===== src/rtl/lc3_pipe_ctrl.sv =====
// LC-3 pipeline controller: per-stage enables, branch squash and the data-memory access FSM.
// Enables are combinational from registered state plus the stall inputs; writeback is registered.
module lc3_pipe_ctrl #(
  parameter int unsigned RESET_FILL = 1
) (
  input  logic        clock,
  input  logic        reset,
  input  logic        complete_instr,
  input  logic        complete_data,
  input  logic [15:0] ir_exec,
  input  logic [2:0]  psr,
  output logic        enable_fetch,
  output logic        enable_updatePC,
  output logic        enable_decode,
  output logic        enable_execute,
  output logic        enable_writeback,
  output logic        br_taken,
  output logic [1:0]  mem_state
);

  localparam int unsigned FillW = $clog2(RESET_FILL + 2);

  typedef enum logic [1:0] {
    StRead  = 2'd0,
    StInd   = 2'd1,
    StWrite = 2'd2,
    StIdle  = 2'd3
  } mem_state_e;

  mem_state_e       mem_q, mem_d;
  logic             ind_store_q, ind_store_d;
  logic             v_dec_q, v_dec_d;
  logic             v_exe_q, v_exe_d;
  logic             wb_q, wb_d;
  logic [FillW-1:0] fill_cnt_q, fill_cnt_d;

  logic [3:0] opcode;
  logic       fill_done;
  logic       stall;
  logic       alu_op;
  logic       unused_ir;

  assign opcode    = ir_exec[15:12];
  assign unused_ir = ^ir_exec[8:0];
  assign alu_op    = opcode inside {4'b0001, 4'b0101, 4'b1001, 4'b1110};

  always_comb begin
    fill_done        = (fill_cnt_q == FillW'(RESET_FILL));
    stall            = (mem_q != StIdle) | ~complete_instr;
    enable_fetch     = fill_done & ~stall;
    enable_decode    = v_dec_q & ~stall;
    enable_execute   = v_exe_q & ~stall;
    br_taken         = enable_execute &
                       (((opcode == 4'b0000) & (|(ir_exec[11:9] & psr))) |
                        (opcode == 4'b1100));
    enable_updatePC  = enable_fetch | br_taken;
    enable_writeback = wb_q;
    mem_state        = mem_q;
  end

  always_comb begin
    fill_cnt_d  = fill_done ? fill_cnt_q : fill_cnt_q + FillW'(1);
    v_dec_d     = v_dec_q;
    v_exe_d     = v_exe_q;
    mem_d       = mem_q;
    ind_store_d = ind_store_q;

    // A taken branch kills the two younger instructions already in flight.
    if (!stall) begin
      if (br_taken) begin
        v_dec_d = 1'b0;
        v_exe_d = 1'b0;
      end else begin
        v_dec_d = enable_fetch;
        v_exe_d = v_dec_q;
      end
    end

    unique case (mem_q)
      StIdle: begin
        if (enable_execute) begin
          case (opcode)
            4'b0010, 4'b0110: mem_d = StRead;
            4'b0011, 4'b0111: mem_d = StWrite;
            4'b1010: begin
              mem_d       = StInd;
              ind_store_d = 1'b0;
            end
            4'b1011: begin
              mem_d       = StInd;
              ind_store_d = 1'b1;
            end
            default: mem_d = StIdle;
          endcase
        end
      end
      StInd: begin
        if (complete_data) mem_d = ind_store_q ? StWrite : StRead;
      end
      StRead, StWrite: begin
        if (complete_data) mem_d = StIdle;
      end
      default: mem_d = StIdle;
    endcase

    wb_d = (enable_execute & alu_op) | ((mem_q == StRead) & complete_data);
  end

  always_ff @(posedge clock or negedge reset) begin
    if (!reset) begin
      mem_q       <= StIdle;
      ind_store_q <= 1'b0;
      v_dec_q     <= 1'b0;
      v_exe_q     <= 1'b0;
      wb_q        <= 1'b0;
      fill_cnt_q  <= '0;
    end else begin
      mem_q       <= mem_d;
      ind_store_q <= ind_store_d;
      v_dec_q     <= v_dec_d;
      v_exe_q     <= v_exe_d;
      wb_q        <= wb_d;
      fill_cnt_q  <= fill_cnt_d;
    end
  end

endmodule


===== config.mk =====
export PLATFORM = sky130hd
export DESIGN_NAME = lc3_pipe_ctrl
export DESIGN_NICKNAME = d
export VERILOG_FILES = /design/src/rtl/lc3_pipe_ctrl.sv
export SDC_FILE = /design/constraint.sdc
export NUM_CORES = 1
export LEC_CHECK = 0
export ABC_CLOCK_PERIOD_IN_PS = 3930
export CELL_PAD_IN_SITES_DETAIL_PLACEMENT = 0
export CELL_PAD_IN_SITES_GLOBAL_PLACEMENT = 2
export CORE_MARGIN = 3
export CORE_UTILIZATION = 21
export DETAILED_ROUTE_END_ITERATION = 10
export PLACE_DENSITY = 0.86
export SLEW_MARGIN = 40
export SYNTH_ARGS = -nofsm -noshare
export SYNTH_HDL_FRONTEND = slang
export SYNTH_SLANG_ARGS = --single-unit

===== constraint.sdc =====
create_clock -name clock -period 3.93 [get_ports clock]
set_input_delay 0.786 -clock clock [delete_from_list [all_inputs] [get_ports clock]]
set_output_delay 0.786 -clock clock [all_outputs]
set_load 0.02 [all_outputs]

# After elaboration in Yosys (flattened, before gate mapping)
# Index checks and enable logic that the tools add are counted.
# word_totals
inputBits	23
ramBits	0
rom_bits	0
latch_bits	0
output_inout_bits	8
mem_count	0
elab_cells	60
reg_bits	8
# classes
multipliers	0
muxes	9
eq_ne	19
shifts	0
bitwise_logic	14
magnitude_cmp	0
add_sub_neg	1
n_div	0
n_reduce_logical	11
# ops
op	n
== test 4 bit, second input constant	5
== test 4 x 3 -> 1 bit, second input constant	3
one-hot mux 2 bit (3 select lines)	2
== test 4 x 2 -> 1 bit, second input constant	2
two-way mux 2 bit	4
!= test 2 bit, second input constant	4
OR reduction 2 bit	4
AND 1 bit	7
AND reduction 3 bit	2
== test 2 x 1 -> 1 bit, second input constant	2
== test 2 bit, second input constant	2
== test 4 x 1 -> 1 bit, second input constant	1
zero test 4 bit	1
OR 1 bit	4
nonzero test 4 bit	1
AND 3 bit	1
OR reduction 3 bit	1
adder 2 x 1 -> 2 bit, second input constant	1
zero test 2 bit	1
two-way mux 1 bit	2
NOT 1 bit	2
one-hot mux 1 bit (2 select lines)	1
nonzero test 2 bit	1

# Depth between registers and ports, before layout
# logic_depth
depth_word	6
mapped_depth	5
ltp_nobuf	5

# Worst setup path after synthesis
# No wires, ideal clock.
# synth_timing
kind	input -> output
start	in complete_instr
end	out enable_updatePC
path_slack_ns	1.515
required_ns	3.144
n_path_buf	0
arrival_ns	1.629
path_stages	3
cell_sequence	nand4_4 -> or3_1 -> o21bai_1
# synth_between
elab_chain_len	6
word_cells_on_any_way	7
classes_between	bitwise: 7
# synth_lines
item	line	rtl
start: declaration	8	input logic complete_instr,
NOT 1 bit (*)	49	stall = (mem_q != StIdle) | ~complete_instr;
OR 1 bit (*)	49	
NOT 1 bit (*)	50, 52	
AND 1 bit	52	enable_execute = v_exe_q & ~stall;
AND 1 bit	53	br_taken = enable_execute &
OR 1 bit (*)	56	enable_updatePC = enable_fetch | br_taken;
end: declaration	13	output logic enable_updatePC,
# Mark *: on every way between the ends. The rest lies on a longest branch, timed or not.

# Worst setup path after layout
# Same ends and word-level chain as after synthesis.

==> impl_metrics.json <==
{
  "post_cts_buffers": 0,
  "critPathCaptureType": "primary output",
  "synth_flop_cell": "dfrtp_1",
  "min_period_ns": 3.47,
  "tritoncts": "yes",
  "cap_violations": 0,
  "ir_drop_mv": 0.218,
  "grt_overflow_total": 0,
  "ys_async_sr_fraction_pct": 100,
  "leakage_nw": 0.317,
  "area_growth_pct": 49.1,
  "crit_type": "in -> out",
  "vias": 528,
  "layout_worst_path_cycle_share_pct": 88.4,
  "via_per_inst": 4.98,
  "relSlewSlack_pct": 74.2,
  "cp_max_fo": 10,
  "hold_viol": 0,
  "grt_pass1_vias": 508,
  "place_area_um2": 764,
  "antenna_found_initial": 0,
  "diodes": 0,
  "switching_share_pct": 37.5,
  "path_clk_slew_ns": 0.06,
  "synth-edff-count": 0,
  "fp-row-count": 17,
  "drv_slew": 0,
  "power.density_nw_per_um2": 517,
  "fin_ws_ns": 0.458,
  "syn-num-nets": 78,
  "core_um2": 2300,
  "antenna_left": 0,
  "drtPass1Iterations": 4,
  "htreeDepth": 1,
  "skew_ns": 0.00221,
  "rsz0062_at_grt": "no",
  "tns_ns": 0,
  "status": "finished clean",
  "syn_area_per_cell_um2": 9.82,
  "p_int_mw": 0.256,
  "final_nets": 103,
  "dieArea_um2": 3170,
  "pwr-share-clk_pct": 17.2,
  "layout-drive-gt1-share_pct": 16.7,
  "drt_iter0_markers": 14,
  "numCtsBuffers": 3,
  "power_frac_seq_pct": 35.1,
  "clockRootBuffer": "clkbuf_4",
  "hpwl_um": 1010,
  "seq_area_frac_synth_pct": 38.2,
  "finalInstanceArea_um2": 791,
  "max_freq_mhz": 288,
  "min_path_type": "reg -> reg",
  "grt_usage_pct": 9.01,
  "synth_seq_cells": 8,
  "synth_area_um2": 531,
  "io_pins": 31,
  "finalPower_mw": 0.409,
  "clockBufferDepth": 2,
  "cp.arrival_ns": 2.69,
  "start_util_pct": 23.1,
  "post-place-ws_ns": 0.476,
  "synth.distinct_cells": 35,
  "post-route-drc-count": 0,
  "wl_per_cell_um": 12.7,
  "ys_warn_count": 0,
  "required_ns": 3.14,
  "clk_latency_ns": 0.26,
  "grt_start_max_net_pins": 12,
  "routed_wl_um": 1350,
  "place.port_buffers": 21,
  "grt_pass1_wl_um": 2200,
  "holdBufCountCts": 0,
  "ctsResizeCount": 0,
  "tightestPinTransition_ns": 0.387,
  "clock_sinks": 8,
  "combPwrFrac_pct": 47.7,
  "netlist_instances": 54,
  "setup_viol_count_final": 0,
  "power_switching_mw": 0.153,
  "dieWidth_um": 56.3,
  "die_y_um": 56.3,
  "gp_congestion": 0.706,
  "worst_setup_path_start_kind": "primary input"
}
==> kinds of logic (layout without fill, tap and decap cells) <==
logic type	after synthesis	after routing	synth area share [%]
compound gates	15	15	20.3
xor+xnor	1	1	1.65
fa+ha+maj	1	1	2.36
mux	2	2	4.01
simple gates	21	21	27.8
flops	8	8	38.2
buf+inv	6	30	5.66
==> through the flow <==
| step | cells | util, % | hold slack, ns |
|---|---|---|---|
| after global placement | 102 | 33.3 | 0.468 |
| final | 106 | 34.4 | 0.480 |
| after detailed placement | 102 | 33.3 | 0.471 |
| after global routing | 106 | 34.4 | 0.503 |
| after CTS | 106 | 34.4 | 0.485 |
| after floorplan | 54 | - | 0.448 |
==> power by group through the flow <==
stage	sequential, mW	combinational (mW)	clock, mW
2_1_floorplan	0.144	0.116	0
3_3_place_gp	0.145	0.193	0
3_5_place_dp	0.145	0.194	0
4_1_cts	0.144	0.196	0.0720
5_1_grt	0.150	0.211	0.0757
6_report	0.144	0.195	0.0703
==> final timing paths <==
check | from | end | slack, ns | depth (start not counted)
max | complete_instr | enable_updatePC | 0.46 | 5
min | fill_cnt_q[0] | fill_cnt_q[0] | 0.48 | 1
max in group asynchronous | reset | mem_state[0] | 2.82 | 1
max reg2reg | mem_state[1] | ind_store_q | 2.36 | 3
min in group asynchronous | reset | v_dec_q | 0.80 | 1
min reg2reg | fill_cnt_q[0] | fill_cnt_q[0] | 0.48 | 1
==> layout by cell type (no fill, tap or decap), types with 2 or more instances in the layout <==
cell type        count
a21oi_1              2
and3_2               2
and4_2               2
clkbuf_4             3
clkdlybuf4s50_1     21
dfrtp_1              6
dfstp_2              2
inv_1                5
nand2_1              4
nand2b_1             2
nor3_1               2
o21ai_0              2
==> registers in the layout (all words and copies together) (netlist names) <==
register and count:
fill_cnt_q 2, v_exe_q 1, ind_store_q 1, v_dec_q 1, mem_state 2, enable_writeback 1
==> layout make-up <==
class,instances,area (µm²)
sequential,8,203
clock buffer,4,26.3
multi-input combinational,40,298
tap,28,35.0
fill,239,1510
inverter,5,18.8
timing repair buffer,21,210
==> cell usage after synthesis (2+ instances only) <==
cell,count,area (µm²)
dfrtp_1,6,150
a21oi_1,2,10.0
and3_2,2,15.0
o21ai_0,2,10.0
nand2b_1,2,12.5
inv_1,5,18.8
dfstp_2,2,52.6
nor3_1,2,10.0
and4_2,2,20.0
nand2_1,4,15.0
==> metal layers <==
layer	vias to the layer above	GRT usage [%]	part of all wire, %
met5	-	0	0
met4	0	7.12	3.1
met3	4	1.38	4.6
met2	21	13.9	45
met1	248	11.1	48
li1	255	-	-
==> critical path, stage by stage <==
cell and delay, ns:
clkdlybuf4s50_1 0.56, nand4_4 0.20, or3_1 0.38, o21bai_1 0.15, clkdlybuf4s50_1 0.62
No activity file was read; power rests on OpenSTA's default activity.
